`src/rtl/uart_tx_sched.sv`:
```
// uart_tx_sched -- shares the single UART TX data register between the core
// store path (m0) and the student-ID output engine (m1).
//
// Requests are arbitrated, accepted bytes are buffered in a small FIFO, and a
// drain FSM (IDLE -> WRITE -> GAP) writes each byte to the UART over the rib
// write port. The FSM only pops while the UART reports idle.
//
// Optional feature macro: UART_TX_SCHED_RR_EN
//   defined   : round-robin arbitration. A 1-bit last-grant register, reset
//               to m1, hands each tie to the requester not granted last.
//   undefined : fixed priority, m0 wins every tie.
//
// Parameters:
//   FIFO_DEPTH  FIFO entries (power of two, >= 2)
//   TX_ADDR     rib address of the UART TX data register
// Ports:
//   clk, rst            clock, asynchronous active-low reset
//   m0_req_i/data_i     core byte request / byte;  m0_ack_o accepted this cycle
//   m1_req_i/data_i     sID byte request / byte;   m1_ack_o accepted this cycle
//   uart_busy_i         UART is shifting a byte out
//   uart_we_o           rib write strobe, one cycle per byte (registered)
//   uart_waddr_o        rib write address (TX_ADDR during WRITE, else 0)
//   uart_wdata_o        byte zero-extended to 32 bits (0 outside WRITE)
//   fifo_full_o         FIFO holds FIFO_DEPTH bytes
//   fifo_empty_o        FIFO holds no bytes
//   busy_o              FIFO non-empty or drain FSM not idle
module uart_tx_sched #(
    parameter int unsigned FIFO_DEPTH = 4,
    parameter logic [31:0] TX_ADDR    = 32'h3000_000C
) (
    input  logic        clk,
    input  logic        rst,
    input  logic        m0_req_i,
    input  logic [7:0]  m0_data_i,
    output logic        m0_ack_o,
    input  logic        m1_req_i,
    input  logic [7:0]  m1_data_i,
    output logic        m1_ack_o,
    input  logic        uart_busy_i,
    output logic        uart_we_o,
    output logic [31:0] uart_waddr_o,
    output logic [31:0] uart_wdata_o,
    output logic        fifo_full_o,
    output logic        fifo_empty_o,
    output logic        busy_o
);

    localparam int unsigned AW      = $clog2(FIFO_DEPTH);
    localparam logic [AW:0] DEPTH_C = (AW + 1)'(FIFO_DEPTH);

    typedef enum logic [1:0] {
        IDLE  = 2'd0,
        WRITE = 2'd1,
        GAP   = 2'd2
    } state_t;

    state_t         state, state_nx;
    logic [7:0]     mem [FIFO_DEPTH];
    logic [AW-1:0]  wr_ptr, rd_ptr;
    logic [AW:0]    count;

    logic           grant0, grant1, push, pop;
    logic [7:0]     push_data;
    logic           we_nx;
    logic [31:0]    waddr_nx, wdata_nx;

`ifdef UART_TX_SCHED_RR_EN
    logic           last_m1;    // 1: m1 was granted most recently
`endif

    assign fifo_full_o  = (count == DEPTH_C);
    assign fifo_empty_o = (count == '0);
    assign busy_o       = !fifo_empty_o || (state != IDLE);

    // Arbitration; acks stay low while in reset or while full, even if a pop
    // frees a slot on the same edge.
    always_comb begin
        grant0 = 1'b0;
        grant1 = 1'b0;
        if (rst && !fifo_full_o) begin
            if (m0_req_i && m1_req_i) begin
`ifdef UART_TX_SCHED_RR_EN
                grant0 = last_m1;
                grant1 = !last_m1;
`else
                grant0 = 1'b1;
`endif
            end else begin
                grant0 = m0_req_i;
                grant1 = m1_req_i;
            end
        end
    end

    assign m0_ack_o  = grant0;
    assign m1_ack_o  = grant1;
    assign push      = grant0 || grant1;
    assign push_data = grant0 ? m0_data_i : m1_data_i;

    // Drain FSM next state and next values of the registered rib outputs.
    // The head byte is popped on the IDLE->WRITE edge, so the strobe register
    // is loaded on that same edge and is high exactly for the WRITE cycle.
    always_comb begin
        state_nx = state;
        pop      = 1'b0;
        we_nx    = 1'b0;
        waddr_nx = '0;
        wdata_nx = '0;
        unique case (state)
            IDLE: begin
                if (!fifo_empty_o && !uart_busy_i) begin
                    pop      = 1'b1;
                    we_nx    = 1'b1;
                    waddr_nx = TX_ADDR;
                    wdata_nx = {24'h0, mem[rd_ptr]};
                    state_nx = WRITE;
                end
            end
            WRITE:   state_nx = GAP;
            GAP:     state_nx = IDLE;
            default: state_nx = IDLE;
        endcase
    end

    // Storage needs no reset: contents are unreachable once pointers clear.
    always_ff @(posedge clk) begin
        if (push) begin
            mem[wr_ptr] <= push_data;
        end
    end

    always_ff @(posedge clk or negedge rst) begin
        if (!rst) begin
            state        <= IDLE;
            wr_ptr       <= '0;
            rd_ptr       <= '0;
            count        <= '0;
            uart_we_o    <= 1'b0;
            uart_waddr_o <= '0;
            uart_wdata_o <= '0;
        end else begin
            state        <= state_nx;
            uart_we_o    <= we_nx;
            uart_waddr_o <= waddr_nx;
            uart_wdata_o <= wdata_nx;
            if (push) begin
                wr_ptr <= wr_ptr + 1'b1;
            end
            if (pop) begin
                rd_ptr <= rd_ptr + 1'b1;
            end
            if (push && !pop) begin
                count <= count + 1'b1;
            end else if (pop && !push) begin
                count <= count - 1'b1;
            end
        end
    end

`ifdef UART_TX_SCHED_RR_EN
    always_ff @(posedge clk or negedge rst) begin
        if (!rst) begin
            last_m1 <= 1'b1;
        end else if (push) begin
            last_m1 <= grant1;
        end
    end
`endif

endmodule
```
`config.mk`:
```
export PLATFORM = sky130hd
export DESIGN_NAME = uart_tx_sched
export DESIGN_NICKNAME = d
export VERILOG_FILES = /design/src/rtl/uart_tx_sched.sv
export SDC_FILE = /design/constraint.sdc
export NUM_CORES = 1
export LEC_CHECK = 0
export BUFFER_PORTS_ARGS = -buffer_cell sky130_fd_sc_hd__clkbuf_2
export CAP_MARGIN = 30
export CORE_MARGIN = 3
export CORE_UTILIZATION = 35
export CTS_CLUSTER_SIZE = 14
export DETAILED_ROUTE_END_ITERATION = 12
export SLEW_MARGIN = 20
export SYNTH_ARGS = -nofsm -noshare
export SYNTH_HDL_FRONTEND = slang
export SYNTH_SLANG_ARGS = --single-unit
```
`constraint.sdc`:
```
create_clock -name clk -period 2.3 [get_ports clk]
set_input_delay 0.115 -clock clk [delete_from_list [all_inputs] [get_ports clk]]
set_output_delay 0.115 -clock clk [all_outputs]
set_load 0.01 [all_outputs]
```
==> metrics <==
status=completed; Crit. End Element=register; GR met1 Demand/Resource=0.109; compound-cell area share of the yosys netlist=0.00201; fillers=663; Req. time, crit path=2.49 ns; r2r startpoint=count[0]; # diodes=0; slowest CP cell=or4_1; first-pass GRT wire length=5650 um; layout cells sized above 1=0.318; detailed router's first-iteration violation count=32; Slew headroom=0.583; synthesized flop and latch total=50; global route overflow=0; yosys warns=0; sequential share of the synthesized area=0.567; clk root buf=clkbuf_8; hold depth=3; critical setup path kind=reg -> reg; crit path buf inv count=1; Slew Viols, Final=0; Max Buffers Root-to-Sink=2; GPL Wtd Cong=0.696; max-cap check violation count=0; Post-synth EDFFs=32; largest family of logic cells by synthesized area=buffers and inverters; Hold Crit Class=in -> reg; TritonCTS clock tree=yes; Worst Max-Slew Pin Slew=0.626 ns; postcts setup bufs=0; Hold Path Origin=uart_busy_i; ANT nets after route=0; reg2reg setup slack=0.18 ns; DRT Pass-1 Iters=4; buffers added on ports=38; top-count cell post-synth=buf_4; grt met3 use=0.0292; vias=1153; Max stage delay on crit path=0.50 ns; Tmin final=2.12 ns; post-synthesis mux area share=0.130; DRC=0; top post-synthesis cells by count=buf_4 (56), edfxtp_1 (32), dfrtp_1 (18); Worst-path clk slew=0.09 ns; FF-to-FF End=count[1]; XOR/XNOR Fraction of Synth Area=0.0211; crit path max fanout=4; Synth area leaders=edfxtp_1 (39%), dfrtp_1 (18%), buf_4 (17%); Critical Path AT=2.31 ns; WL per Instance=12.0 um; Die Ht=90.3 um; leading area contributor after synthesis=edfxtp_1; # rows=30; Max Clock Freq=472 MHz; largest net degree at the start of global routing=21; Setup violations, final=0; Worst Skew=0.0111 ns; placed insts=298; RSZ-0062 raised after global routing=false; Hold Crit Endpoint=rd_ptr[1]; Final Hold Fails=0; Net Switching=0.000891 W; Reg power frac=0.503; setup TNS=0 ns; power per cell area=1040 nW/um^2; synthesis-to-layout area growth=7.14%; clock sink count=50; adder-cell area share of the yosys netlist=0.0332; Clock power frac=0.186; Critical Path Start Type=register; number of distinct library cells after synthesis=26; CTS H-Tree Depth=2; Avg Vias per Cell=3.76; Skew-Pair Late Insertion Delay=0.30 ns; top_reg_cell synth=edfxtp_1; crit-path cells=nor3_1 > or4_1 > ha_1 > inv_1 > fa_1 > mux2_2; crit share post-route=0.922; Post-synth ARST share=0.360; Post-Route WL=3680 um; Non-Filler Instances=307; Initial Util=0.364; switching share of power=0.322; number of global-route vias before repair=1107; combinational fraction of design power=0.310; clock buffer count from CTS=5; Placeable Area=6830 sq um; post-synthesis cell area=2490 sq um; initial antenna violation count=0; CP top delay family=adder cells; Int Power=0.00188 W; R2R cell count=6; GR Layer Usage met2=0.154; Post-Syn Instances=171; GRT Total Usage=0.0901; Die Footprint=8160 sq um; die width=90.3 um; maximum VDD drop=0.000434 V; nets=237; Lkg Pwr=1.20 nW; share of the synthesized area in the top cell type=0.386; global routing's busiest layer=met2; num ports=91; synthesized area per cell=14.6 sq um; Post-DP HPWL=2680 um; Synth Area in Simple Gates=0.0578
-- timing repair --
item	CTS	global route
resized for setup	0	1
hold endpoints to repair	18	0
hold buffers	1	0
setup endpoints to repair	0	2
-- power by group through the flow --
stage / registers, W / clock network [W] / logic (W)
floorplan: 0.00135 / 0 / 0.000776
global placement: 0.00142 / 0 / 0.000860
CTS: 0.00140 / 0.000534 / 0.000876
detailed placement: 0.00142 / 0 / 0.000873
global route: 0.00143 / 0.000582 / 0.000955
finish: 0.00139 / 0.000516 / 0.000859
-- cell families after synthesis --
kind of cell	Yosys count
muxes	18
xor gates and xnor gates	6
buffers and inverters	66
AOI/OAI and AO/OA	1
and+or+nand+nor	23
other	1
DFF	50
adders and majority gates	6
-- registers in the layout, indices dropped and copies added (netlist names) --
name          flops
state             2
uart_waddr_o      1
uart_wdata_o      8
count             3
mem              32
rd_ptr            2
wr_ptr            2
-- layer usage --
| metal | up-vias | wire length [um] |
|---|---|---|
| met4 | 0 | 8 |
| met5 | - | 0 |
| met3 | 2 | 254 |
| met1 | 543 | 1520 |
| met2 | 56 | 1900 |
| li1 | 552 | - |
-- tightest hold or removal path, stage by stage --
cell and delay (ns):
clkbuf_2 0.10, nor4bb_1 0.05, xor2_1 0.11
-- final cells by class --
type,count,area [sq um],share of cell area
Inverter,6,22.5,0.00844
Multi-Input combinational cell,106,805,0.302
Clock inverter,3,25.0,0.00938
Sequential cell,50,1410,0.529
Timing Repair Buffer,41,215,0.0807
Clock buffer,5,68.8,0.0258
Tap cell,96,120,0.0450
-- through the flow --
stage,utilization,setup WS (ns),total power [W],hold WS [ns],instance area (sq um)
final,0.390,0.180,0.00277,0.124,2670
after global routing,0.390,0.0433,0.00297,0.128,2670
after CTS,0.390,0.0604,0.00281,0.116,2670
after detailed placement,0.375,0.0957,0.00230,0.143,2560
after global placement,0.375,0.156,0.00228,0.144,2560
after floorplan,-,0.111,0.00212,-0.181,2680
-- worst max-delay path by stage --
stage                        start        to  cells after the start
after floorplan           count[1]  count[2]                      9
after global placement    count[2]  count[2]                      9
after detailed placement  count[0]  count[2]                      9
after CTS                 count[0]  count[2]                      9
after global routing      count[0]  count[2]                      9
final                     count[0]  count[1]                      6
-- placed cells by master (no fill, tap or decap), drive strengths merged, types with 2 or more instances in the layout --
| master | synthesis | final |
|---|---|---|
| mux2 | 10 | 10 |
| inv | 6 | 7 |
| buf | 60 | 2 |
| mux4 | 8 | 8 |
| edfxtp | 32 | 32 |
| and2 | 12 | 12 |
| nor2 | 3 | 3 |
| conb | 1 | 52 |
| dfrtp | 18 | 18 |
| clkbuf | 0 | 43 |
| xor2 | 3 | 3 |
| ha | 5 | 5 |
| xnor2 | 3 | 3 |
No activity file was read; power rests on OpenSTA's default activity.
